**config.mk**
```make
export PLATFORM = sky130hd
export DESIGN_NAME = pattern_sequencer
export DESIGN_NICKNAME = d
export VERILOG_FILES = /design/src/rtl/pattern_sequencer_pkg.sv /design/src/rtl/pattern_sequencer_bit_strobe_gen.sv /design/src/rtl/pattern_sequencer.sv
export SDC_FILE = /design/constraint.sdc
export NUM_CORES = 1
export LEC_CHECK = 0
export CAP_MARGIN = 15
export CORE_MARGIN = 1
export CORE_UTILIZATION = 40
export DETAILED_ROUTE_END_ITERATION = 7
export REMOVE_ABC_BUFFERS = 1
export SLEW_MARGIN = 15
export SYNTH_ARGS = -nofsm -noshare
export SYNTH_HDL_FRONTEND = slang
export SYNTH_SLANG_ARGS = --single-unit
```
**constraint.sdc**
```tcl
create_clock -name clk -period 5.1 [get_ports clk]
set_clock_uncertainty 0.2 [all_clocks]
set_input_delay 1.02 -clock clk [delete_from_list [all_inputs] [get_ports clk]]
set_output_delay 1.02 -clock clk [all_outputs]
set_load 0.01 [all_outputs]
```
**src/rtl/pattern_sequencer_pkg.sv**
```systemverilog
// Shared types and constants for the pattern sequencer and its bit-rate divider.
package pattern_sequencer_pkg;
   typedef enum logic [1:0] {IDLE, SHIFT, SETTLE, DONE} state_t;
   localparam int DIV_DEFAULT = 4;
endpackage

```
**src/rtl/pattern_sequencer_bit_strobe_gen.sv**
```systemverilog
// Bit-rate divider: counts 0..DIV-1 and flags the last cycle of each serial bit.
module bit_strobe_gen #(
   parameter int DIV = pattern_sequencer_pkg::DIV_DEFAULT
) (
   input  logic clk,
   input  logic rst,
   input  logic clear,
   output logic strobe
);
   localparam int CW = $clog2(DIV);

   logic [CW-1:0] cnt_q, cnt_d;

   always_comb begin
      strobe = (cnt_q == CW'(DIV - 1));
      cnt_d  = (clear || strobe) ? '0 : cnt_q + 1'b1;
   end

   always_ff @(posedge clk or posedge rst) begin
      if (rst) cnt_q <= '0;
      else     cnt_q <= cnt_d;
   end
endmodule

```
**src/rtl/pattern_sequencer.sv**
```systemverilog
// Streams up to 8 pattern bits LSB-first into a sequence detector, one bit per
// DIV clocks with a strobe per bit, and counts detector hits during the run.
module pattern_sequencer
   import pattern_sequencer_pkg::*;
#(
   parameter int DIV = DIV_DEFAULT
) (
   input  logic       clk,
   input  logic       rst,
   input  logic       start,
   input  logic [7:0] pattern,
   input  logic [2:0] nbits,
   input  logic       det,
   output logic       ser_data,
   output logic       ser_strobe,
   output logic       busy,
   output logic       done,
   output logic [3:0] match_cnt
);
   state_t     state_q, state_d;
   logic [7:0] pat_q, pat_d;
   logic [2:0] nb_q, nb_d;
   logic [2:0] idx_q, idx_d;
   logic [3:0] match_q, match_d;
   logic       samp_q, samp_d;
   logic       strobe;
   logic       clear;

   // The divider only runs in SHIFT, so it sits at zero entering every run.
   assign clear = (state_q != SHIFT);

   bit_strobe_gen #(.DIV(DIV)) u_div (
      .clk   (clk),
      .rst   (rst),
      .clear (clear),
      .strobe(strobe)
   );

   always_comb begin
      state_d = state_q;
      pat_d   = pat_q;
      nb_d    = nb_q;
      idx_d   = idx_q;
      match_d = match_q;
      samp_d  = strobe && (state_q == SHIFT);

      // det is looked at one cycle after each strobe, giving the detector time to update.
      if (samp_q && det && (match_q < 4'd8)) match_d = match_q + 4'd1;

      case (state_q)
         IDLE: begin
            if (start) begin
               pat_d   = pattern;
               nb_d    = nbits;
               idx_d   = '0;
               match_d = '0;
               state_d = SHIFT;
            end
         end
         SHIFT: begin
            if (strobe) begin
               if (idx_q == nb_q) state_d = SETTLE;
               else               idx_d   = idx_q + 3'd1;
            end
         end
         SETTLE:  state_d = DONE;
         DONE:    state_d = IDLE;
         default: state_d = IDLE;
      endcase
   end

   always_ff @(posedge clk or posedge rst) begin
      if (rst) begin
         state_q <= IDLE;
         pat_q   <= '0;
         nb_q    <= '0;
         idx_q   <= '0;
         match_q <= '0;
         samp_q  <= 1'b0;
      end else begin
         state_q <= state_d;
         pat_q   <= pat_d;
         nb_q    <= nb_d;
         idx_q   <= idx_d;
         match_q <= match_d;
         samp_q  <= samp_d;
      end
   end

   assign ser_data   = (state_q == SHIFT) && pat_q[idx_q];
   assign ser_strobe = (state_q == SHIFT) && strobe;
   assign busy       = (state_q != IDLE);
   assign done       = (state_q == DONE);
   assign match_cnt  = match_q;
endmodule

```
==> impl_metrics.toml <==
[run_status]
outcome = "complete, but fails checks"
failed_checks = "DRC"

[worst_setup_path]
worstReg2RegEnd = "state_q[1]"
criticalPathCategory = "reg2out"
worst-path-max-fanout = 7
crit_family = "multiplexers"
ff2ff_setup_slack_ps = 3010
crit_path_end_kind = "primary output"
source_of_the_worst_register_to_register_timing_path = "state_q[0]"
timing.critical_path.cells = "mux4_2 -> mux2i_1 -> nor2_1 -> clkdlybuf4s50_1"
worst-endpoint-required_ps = 3880
r2r_worst_path_depth = 5
cp_num_buf_inv = 1
timing.critical_path.from_type = "register"
worst_path_max_delay_cell = "sky130_fd_sc_hd__dfrtp_1"
slowest_delay_ps = 590
critPathArrivalTime_ps = 2100

[sta]
setup-violations-final = 0
finalCriticalPeriod_ps = 3320
holdWs_ps = 250
timing.setup.tns_ps = 0
finalMaxSlewViolations = 0
period_share_pct = 65.0
timing_worst_slew_pin_value_ps = 860
max_clock_freq_mhz = 302
hold_violations = 0
timing.max_slew.rel_slack_pct = 42.6
worst_slack_ps = 1780
setup_repair_after_global_routing_missed_its_margin = "false"

[clock_tree]
tritoncts_num_sinks = 23
tritoncts_buffer_count = 3
cts_tree = "built"
clkLatencyLatePin_ps = 300
cts.hold.buffers_added = 0
ctsLongestPathBuffers = 2
cts_root_buf = "sky130_fd_sc_hd__clkbuf_4"
cts_htree_levels = 1
post_cts_resize_count = 0
cts_setup_buffers = 0
clkSlewWorstSetupHoldPaths_ps = 130

[global_routing]
groute.usage.overall_pct = 15.0
number_of_antenna_violations_at_the_first_check_in_global_routing = 0
first_global_vias = 857
total_congestion_overflow = 0
grt_pass1_wl_mm = 3.73
grt_start_max_net_pins = 24

[floorplanning]
die_width_um = 57.1
boundaryPins = 23
core_area_um2 = 2830
fp_rows = 19
dieArea_um2 = 3260
die_h_um = 57.1
start_util_pct = 43.0

[placed_design]
dp.final_hpwl_mm = 1.53
placement.io_buffers = 22
routabilityCongestion = 0.832
post_placement_setup_slack_ps = 2110
post_dp_cell_area_um2 = 1450

[synthesis]
ys_top_cells_by_area = "sky130_fd_sc_hd__dfrtp_1 47%, sky130_fd_sc_hd__mux2_1 10%, sky130_fd_sc_hd__ha_1 7.2%"
yosysWarnings = 0
synth.lib_cells_used.distinct = 33
yosys.area.top_type = "sky130_fd_sc_hd__dfrtp_1"
seq_area_frac_synth_pct = 47.3
yosysTopAreaCellShare_pct = 47.3
synthesis.area_um2 = 1220
synth_area_per_cell_um2 = 12.5
synth_seq_cells = 23
synth_cells = 97

[hold_path]
hold_class = "reg2reg"
holdPathStages = 1
hold_path.startpoint = "u_div.cnt_q[0]"
timing.hold.worst_endpoint = "u_div.cnt_q[0]"

[finish]
insertedDiodeCount = 0
fill_cells = 257
drive_above_1_share_pct = 10.1
number_of_nets_in_the_layout = 142
area_growth_pct = 21.5
final_cell_area_um2 = 1480

[drt]
route.antenna.remaining_nets = 0
drcViolationCount = 4
num_vias = 790
wl_per_cell_um = 13.5
avgViaCountPerCell = 5.27
firstDrtPassIters = 6
first_iter_violations = 23
drt-total-wl_mm = 2.03

[pwr]
leakagePower_nw = 0.671
max-vdd-ir-drop_mv = 0.271
power_per_cell_area_nw_per_um2 = 498
design_power_total_mw = 0.736

[flow_run]
maxCapViolCount = 0
-- report_power, final --
group          total, mW  switching [mW]  internal, mW
Combinational      0.339           0.146         0.193
Clock             0.0832          0.0540        0.0292
Sequential         0.314          0.0621         0.252
Total              0.736           0.262         0.474
-- synthesized netlist by cell type --
master and number:
sky130_fd_sc_hd__a211o_1 2, sky130_fd_sc_hd__a21oi_1 3, sky130_fd_sc_hd__a221o_1 1, sky130_fd_sc_hd__a31oi_1 1
sky130_fd_sc_hd__and2_1 2, sky130_fd_sc_hd__and3_1 2, sky130_fd_sc_hd__buf_2 2, sky130_fd_sc_hd__buf_6 1
sky130_fd_sc_hd__clkbuf_1 1, sky130_fd_sc_hd__dfrtp_1 23, sky130_fd_sc_hd__ha_1 7, sky130_fd_sc_hd__inv_1 4
sky130_fd_sc_hd__inv_2 2, sky130_fd_sc_hd__mux2_1 11, sky130_fd_sc_hd__mux2_4 1, sky130_fd_sc_hd__mux2i_1 5
sky130_fd_sc_hd__mux4_2 2, sky130_fd_sc_hd__nand2_1 3, sky130_fd_sc_hd__nand3_1 3, sky130_fd_sc_hd__nand3_2 1
sky130_fd_sc_hd__nand3b_1 1, sky130_fd_sc_hd__nand4b_1 1, sky130_fd_sc_hd__nor2_1 4, sky130_fd_sc_hd__nor2b_1 2
sky130_fd_sc_hd__nor3_1 2, sky130_fd_sc_hd__nor3b_1 1, sky130_fd_sc_hd__o21a_1 1, sky130_fd_sc_hd__o21ai_0 1
sky130_fd_sc_hd__o2bb2ai_1 2, sky130_fd_sc_hd__xnor2_1 1, sky130_fd_sc_hd__xnor2_2 1, sky130_fd_sc_hd__xnor2_4 1
sky130_fd_sc_hd__xor2_1 2
-- flip-flops by register name, indices dropped and copies added (netlist names) --
signal and cells:
idx_q 3, match_cnt 4, nb_q 3, pat_q 8, samp_q 1, state_q 2
u_div.cnt_q 2
-- layout by cell type, fill, tap and decap left out, types with 3 or more instances in the layout --
cell type,instances
sky130_fd_sc_hd__inv_1,4
sky130_fd_sc_hd__nand3_1,3
sky130_fd_sc_hd__nand2_1,3
sky130_fd_sc_hd__dfrtp_1,23
sky130_fd_sc_hd__clkdlybuf4s50_1,22
sky130_fd_sc_hd__clkbuf_4,3
sky130_fd_sc_hd__mux2_1,11
sky130_fd_sc_hd__mux2i_1,5
sky130_fd_sc_hd__a21oi_1,3
sky130_fd_sc_hd__nor2_1,4
sky130_fd_sc_hd__ha_1,7
-- stage by stage --
stage / utilization [%] / std cells
floorplan: - / 93
global placement: 51.3 / 146
detailed placement: 51.3 / 146
CTS: 52.2 / 150
global route: 52.2 / 150
finish: 52.2 / 150
-- routing by layer --
layer	part of all wire, %	track usage (%)	vias to the layer above
met3	3.4	2.72	2
met2	49	24.7	15
li1	-	-	385
met4	0.84	5.57	0
met5	0	0	-
met1	47	19.7	388
-- worst max path at each step --
stage / start / to / depth (start not counted)
after floorplan: idx_q[0] / ser_data / 3
after global placement: idx_q[0] / ser_data / 4
after detailed placement: idx_q[0] / ser_data / 4
after CTS: idx_q[0] / ser_data / 4
after global routing: idx_q[0] / ser_data / 4
final: idx_q[0] / ser_data / 4
-- cells by family (layout without fill, tap and decap cells) --
family	after synthesis	in the layout	synth area share, %
buf+inv	10	32	3.91
flops	23	23	47.3
xor+xnor	5	5	5.76
simple gates	22	22	10.1
compound gates	11	11	6.48
mux	19	19	19.2
fa+ha+maj	7	7	7.20
-- cell type report --
cell class,count,area (µm²),share of cell area (%)
clock buffers,3,22.5,1.52
clock inverters,1,5.00,0.339
well taps,31,38.8,2.62
flip-flops and latches,23,576,38.9
inverters,6,22.5,1.52
repair buffers,22,220,14.9
multi-input cells,64,593,40.1
Power figures use the tool's default switching activity.
